`src/rtl/abl_seq_pkg.sv`:
```
// Shared definitions for the address-bus-low sequencer: op field positions,
// base/offset select encodings and the fixup FSM state type.
package abl_pkg;
  localparam int OP_INV  = 4;  // invert branch condition
  localparam int OP_BASE = 2;  // lsb of the 2-bit base select
  localparam int OP_OFS  = 0;  // lsb of the 2-bit offset select

  typedef enum logic [1:0] {
    BASE_ZERO = 2'b00,
    BASE_DB   = 2'b01,
    BASE_AHL  = 2'b10,
    BASE_BR   = 2'b11   // DB when the branch is taken, else 0
  } base_sel_t;

  typedef enum logic [1:0] {
    OFS_REG  = 2'b00,   // REG + CI, base ignored
    OFS_BREG = 2'b01,   // base + REG + CI
    OFS_BPCL = 2'b10,   // base + PCL + CI
    OFS_BABL = 2'b11    // base + ABL + CI
  } ofs_sel_t;

  typedef enum logic {RUN = 1'b0, FIX = 1'b1} state_t;
endpackage

```
`src/rtl/abl_hold_stack.sv`:
```
// Address-hold LIFO. Push writes din above the current top, pop discards the
// top, push+pop overwrites the top (acts as a push when empty). Overflow and
// underflow are dropped and latch a sticky error until reset.
// Ports: clk, rst_n, push, pop, din[W] -> top[W] (0 when empty), full, empty, err.
module abl_hold_stack
  import abl_pkg::*;
#(
  parameter int W          = 8,
  parameter int HOLD_DEPTH = 2
) (
  input  logic         clk,
  input  logic         rst_n,
  input  logic         push,
  input  logic         pop,
  input  logic [W-1:0] din,
  output logic [W-1:0] top,
  output logic         full,
  output logic         empty,
  output logic         err
);
  localparam int CW = $clog2(HOLD_DEPTH + 1);

  logic [HOLD_DEPTH-1:0][W-1:0] mem;
  logic [CW-1:0]                count, cnt_nxt, wr_idx;
  logic                         wr_en, err_set;

  assign full  = (count == CW'(HOLD_DEPTH));
  assign empty = (count == '0);

  // Entry i is the top when count == i+1.
  always_comb begin
    top = '0;
    for (int i = 0; i < HOLD_DEPTH; i++)
      if (count == CW'(i + 1)) top = mem[i];
  end

  always_comb begin
    wr_en   = 1'b0;
    wr_idx  = count;
    cnt_nxt = count;
    err_set = 1'b0;
    if (push && pop) begin
      wr_en = 1'b1;
      if (empty) cnt_nxt = CW'(1);
      else       wr_idx  = count - CW'(1);
    end else if (push) begin
      if (full) err_set = 1'b1;
      else begin
        wr_en   = 1'b1;
        cnt_nxt = count + CW'(1);
      end
    end else if (pop) begin
      if (empty) err_set = 1'b1;
      else       cnt_nxt = count - CW'(1);
    end
  end

  always_ff @(posedge clk or negedge rst_n) begin
    if (!rst_n) begin
      mem   <= '0;
      count <= '0;
      err   <= 1'b0;
    end else begin
      count <= cnt_nxt;
      if (err_set) err <= 1'b1;
      for (int i = 0; i < HOLD_DEPTH; i++)
        if (wr_en && wr_idx == CW'(i)) mem[i] <= din;
    end
  end
endmodule

```
`src/rtl/abl_seq.sv`:
```
// Address-bus-low generator: base/offset adder, registered ABL, PCL update,
// hold LIFO and a one-cycle page-cross fixup FSM that freezes the low half and
// hands the carry to ABH through fix_co.
// Ports: clk, rst_n, CI, cond, DB[W], REG[W], op[5], fix_en, push_ah, pop_ah,
//        ld_pc, inc_pc -> ADL[W], CO, ABL[W], AHL[W], PCL[W], pcl_co, stall,
//        fix_co, ah_full, ah_empty, ah_err.
module abl_seq
  import abl_pkg::*;
#(
  parameter int W          = 8,
  parameter int HOLD_DEPTH = 2
) (
  input  logic         clk,
  input  logic         rst_n,
  input  logic         CI,
  input  logic         cond,
  input  logic [W-1:0] DB,
  input  logic [W-1:0] REG,
  input  logic [4:0]   op,
  input  logic         fix_en,
  input  logic         push_ah,
  input  logic         pop_ah,
  input  logic         ld_pc,
  input  logic         inc_pc,
  output logic [W-1:0] ADL,
  output logic         CO,
  output logic [W-1:0] ABL,
  output logic [W-1:0] AHL,
  output logic [W-1:0] PCL,
  output logic         pcl_co,
  output logic         stall,
  output logic         fix_co,
  output logic         ah_full,
  output logic         ah_empty,
  output logic         ah_err
);
  state_t    state;
  base_sel_t bsel;
  ofs_sel_t  osel;
  logic          branch, run;
  logic [W-1:0]  base;
  logic [W:0]    sum, pcl_sum;

  assign run    = (state == RUN);
  assign branch = cond ^ op[OP_INV];
  assign bsel   = base_sel_t'(op[OP_BASE +: 2]);
  assign osel   = ofs_sel_t'(op[OP_OFS +: 2]);

  always_comb begin
    base = '0;
    case (bsel)
      BASE_ZERO: base = '0;
      BASE_DB:   base = DB;
      BASE_AHL:  base = AHL;
      BASE_BR:   base = branch ? DB : '0;
      default:   base = '0;
    endcase
  end

  always_comb begin
    sum = '0;
    case (osel)
      OFS_REG:  sum = (W+1)'(REG) + (W+1)'(CI);
      OFS_BREG: sum = (W+1)'(base) + (W+1)'(REG) + (W+1)'(CI);
      OFS_BPCL: sum = (W+1)'(base) + (W+1)'(PCL) + (W+1)'(CI);
      OFS_BABL: sum = (W+1)'(base) + (W+1)'(ABL) + (W+1)'(CI);
      default:  sum = '0;
    endcase
  end

  // During fixup the low half is frozen; the carry already went out via fix_co.
  assign ADL     = run ? sum[W-1:0] : ABL;
  assign CO      = run ? sum[W] : 1'b0;
  assign pcl_sum = (W+1)'(ABL) + (W+1)'(inc_pc);
  assign pcl_co  = pcl_sum[W];
  assign fix_co  = stall;

  always_ff @(posedge clk or negedge rst_n) begin
    if (!rst_n) begin
      state <= RUN;
      stall <= 1'b0;
      ABL   <= '0;
      PCL   <= '0;
    end else begin
      case (state)
        RUN: begin
          ABL <= ADL;
          if (ld_pc) PCL <= pcl_sum[W-1:0];
          if (fix_en && CO) begin
            state <= FIX;
            stall <= 1'b1;
          end
        end
        FIX: begin
          state <= RUN;
          stall <= 1'b0;
        end
        default: begin
          state <= RUN;
          stall <= 1'b0;
        end
      endcase
    end
  end

  // LIFO requests are ignored while the fixup cycle is in progress.
  abl_hold_stack #(.W(W), .HOLD_DEPTH(HOLD_DEPTH)) u_hold (
    .clk   (clk),
    .rst_n (rst_n),
    .push  (push_ah && run),
    .pop   (pop_ah && run),
    .din   (DB),
    .top   (AHL),
    .full  (ah_full),
    .empty (ah_empty),
    .err   (ah_err)
  );
endmodule

```
`config.mk`:
```
export PLATFORM = sky130hd
export DESIGN_NAME = abl_seq
export DESIGN_NICKNAME = d
export VERILOG_FILES = /design/src/rtl/abl_seq_pkg.sv /design/src/rtl/abl_hold_stack.sv /design/src/rtl/abl_seq.sv
export SDC_FILE = /design/constraint.sdc
export NUM_CORES = 1
export LEC_CHECK = 0
export ABC_AREA = 0
export CORE_MARGIN = 2
export CORE_UTILIZATION = 55
export CTS_BUF_LIST = sky130_fd_sc_hd__clkbuf_4 sky130_fd_sc_hd__clkbuf_8 sky130_fd_sc_hd__clkbuf_16
export DETAILED_ROUTE_END_ITERATION = 8
export PLACE_DENSITY_LB_ADDON = 0.05
export SLEW_MARGIN = 0
export SYNTH_ARGS = -nofsm -noshare
export SYNTH_HDL_FRONTEND = slang
export SYNTH_SLANG_ARGS = --single-unit
```
`constraint.sdc`:
```
create_clock -name clk -period 12.5 [get_ports clk]
set_input_delay 2.5 -clock clk [delete_from_list [all_inputs] [get_ports clk]]
set_output_delay 2.5 -clock clk [all_outputs]
set_load 0.005 [all_outputs]
```
==> results.py <==
metrics = {
    "place": {
        "gp_congestion": 0.8648,
        "preCtsSetupSlack_ns": 3.572,
        "portBuffers": 68,
        "post_dp_cell_area_mm2": 0.003994,
        "place_hpwl_um": 6331,
    },
    "timing": {
        "min_period_ns": 8.912,
        "setup_tns_ns": 0,
        "final.setup.worst_slack_ns": 3.588,
        "clock-skew-final_ns": 0.005686,
        "worst_pin_slew_ns": 0.9305,
        "setup_viol": 0,
        "slew-limit-headroom": 0.3796,
        "fmax_mhz": 112.2,
        "fin_crit_sh": 0.7130,
        "rsz0062_at_grt": "false",
        "report.final.slew_viol_count": 0,
        "hold_viol": 0,
    },
    "hold_path": {
        "hold_start": "u_hold.err",
        "hold_end": "u_hold.err",
        "hold_depth": 1,
        "hp-class": "register to register",
    },
    "finish": {
        "syn_to_final_growth_pct": 25.35,
        "fin_nets": 496,
        "drive_gt1_frac": 0.08121,
        "fin_area_mm2": 0.004114,
        "diodes": 0,
    },
    "setup_path": {
        "r2r-end": "fix_co",
        "worstSetupPathType": "primary input to output pin",
        "r2r_slack_ns": 8.67,
        "worstPathCellList": "clkdlybuf4s50_1 > xnor2_1 > a21boi_1 > a22oi_1 > fa_1 > fa_1 > nor2b_1 > o31a_1 > o21ai_1 > a2111oi_0 > nor4_1 > o21ai_0 > clkdlybuf4s50_1",
        "slowest_delay_ns": 0.52,
        "cp-end-kind": "output pin",
        "required_ns": 10.00,
        "reg2reg_from": "u_hold.count[0]",
        "cp_max_fo": 8,
        "slowest_stage": "clkdlybuf4s50_1",
        "cp.arrival_ns": 6.41,
        "startpoint_type": "primary input",
        "r2r_cells": 12,
    },
    "route": {
        "drt_iter0_drc": 194,
        "ant_nets": 0,
        "vias": 2969,
        "wl_um": 8120,
        "drtPass1Iterations": 5,
        "wl_per_cell_um": 16.05,
        "drc": 0,
        "vias_per_cell": 5.868,
    },
    "clock_tree": {
        "cts_resized": 0,
        "ctsRootBufferMaster": "clkbuf_8",
        "cts_setup_buffers": 0,
        "cts_made_buffers": 5,
        "cts.sinks": 37,
        "clock_latency_ns": 0.29,
        "htree_levels": 2,
        "cts.clk_slew.worst_paths_ns": 0.08,
        "cts_tree": "built",
        "hold_buffers": 0,
        "cts_buffer_depth": 2,
    },
    "floorplan": {
        "initial_core_util": 0.5609,
        "die_width_um": 81.25,
        "io_pins": 69,
        "coreArea_mm2": 0.005851,
        "placementRows": 28,
        "die-area_mm2": 0.006601,
        "die_h_um": 81.25,
    },
    "power_and_ir_drop": {
        "ir_worst_vdd_v": 0.0001104,
        "p_switching_mw": 0.3307,
        "p_seq_frac": 0.277,
        "power.leakage_nw": 1.718,
        "combPwrFrac": 0.591,
        "internal-power_mw": 0.5183,
        "p_total_mw": 0.8489,
        "swShare": 0.3895,
        "power.density_mw_per_mm2": 206.4,
        "p_clk_frac": 0.132,
    },
    "synthesis": {
        "synthMostInstantiatedCell": "dfrtp_1",
        "synth-edff-count": 0,
        "synth_common_cells": "dfrtp_1 (37), nand2_1 (36), o21ai_0 (35), ha_1 (30)",
        "synth_seq_cells": 37,
        "synth_area_leaders": "dfrtp_1 (28%), ha_1 (11%), mux2_2 (6.2%)",
        "synth_warnings": 0,
        "async_reset_ff_frac": 1.000,
        "synth_top_area_share": 0.2821,
        "syn-num-nets": 434,
        "syn_area_mm2": 0.003282,
        "synthCells": 368,
        "synthFlopType": "dfrtp_1",
        "seq_area_frac_synth": 0.2821,
        "avgSynthCellArea_um2": 8.918,
        "synth.distinct_cells": 58,
        "synth_top_cell_by_area": "dfrtp_1",
    },
    "global_routing": {
        "grt_usage": 0.2586,
        "grt_max_degree": 38,
        "grt_pass1_wl_um": 13110,
        "antenna_found_initial": 0,
        "grt_pass1_vias": 2816,
        "overflow": 0,
    },
    "status": {
        "status": "complete, no violations",
    },
    "job": {
        "cap_violations": 0,
    },
}
==> placed cells by master, fill, tap and decap left out, types with 2 or more instances in the layout <==
cell / count
fa_1: 6
nor3_1: 7
xnor2_1: 11
o21ai_1: 6
nand3_1: 14
nor2_1: 21
a21o_1: 2
o21bai_1: 2
clkdlybuf4s50_1: 67
xor2_1: 10
dfrtp_1: 37
mux2_2: 18
nor2b_1: 7
a21oi_1: 9
a31oi_1: 4
o21ai_0: 35
o21a_1: 7
or3_1: 3
a22oi_1: 3
nand2b_1: 7
o32ai_1: 3
o22ai_1: 3
ha_1: 30
clkbuf_8: 6
nor3b_1: 3
o211ai_1: 3
a22o_1: 6
a211oi_1: 4
and3_1: 7
o31a_1: 3
inv_1: 21
mux4_2: 4
nand2_1: 36
==> layer usage <==
layer | routed length [µm] | track usage | up-vias
met3 | 494 | 0.04778 | 11
li1 | - | - | 1463
met5 | 0 | 0 | -
met4 | 124 | 0.07458 | 0
met1 | 3571 | 0.3331 | 1402
met2 | 3930 | 0.4430 | 93
==> registers in the layout (all words and copies together), names as in the netlist <==
register and cells:
ABL 8, PCL 8, u_hold.err 1, u_hold.count 2, u_hold.mem 16, state 1
fix_co 1
==> power groups by stage <==
stage | registers, mW | logic [mW] | clock network, mW
floorplan | 0.219 | 0.307 | 0
global placement | 0.233 | 0.489 | 0
detailed placement | 0.236 | 0.498 | 0
CTS | 0.234 | 0.503 | 0.115
global route | 0.242 | 0.556 | 0.119
finish | 0.235 | 0.502 | 0.112
==> metrics by stage <==
stage	hold slack, ns	cells	utilization
final	0.4805	506	0.7032
after floorplan	0.4678	368	-
after global routing	0.4986	506	0.7032
after detailed placement	0.4659	498	0.6826
after CTS	0.4879	506	0.7032
after global placement	0.4618	498	0.6826
==> worst max-delay path by stage <==
stage / from / end / slack (ns) / cells after the start
final: cond / ADL[6] / 3.59 / 13
after global routing: cond / ADL[6] / 3.16 / 13
after CTS: cond / ADL[6] / 3.54 / 13
after detailed placement: cond / ADL[6] / 3.57 / 13
after global placement: op[4] / ADL[6] / 3.65 / 13
after floorplan: cond / ADL[6] / 4.92 / 11
==> cell families after synthesis <==
kind of cell / synth area share
and+or+nand+nor: 0.1735
AOI/OAI and AO/OA: 0.2021
DFF: 0.2821
adders and majority gates: 0.1510
buffers and inverters: 0.04270
muxes: 0.09264
xor gates and xnor gates: 0.05604
==> worst max-delay path, delay by kind of cell <==
kind,cells,cell delay [ns]
adder cells (fa/ha/maj),2,0.88
XOR/XNOR,1,0.13
AO/OA/AOI/OAI,6,1.65
AND/OR/NAND/NOR,2,0.31
buffers and inverters,2,0.94
==> final cells by class <==
cell class                      count  area (µm²)
Tap cell                           75       93.84
Fill cell                         462        1737
Sequential cell                    37       925.9
Timing Repair Buffer               68       675.6
Multi-Input combinational cell    296        2216
Clock inverter                      2       37.54
Inverter                           22       82.58
Clock buffer                        6       82.58
Note: power is estimated with default switching activity, not from simulation.
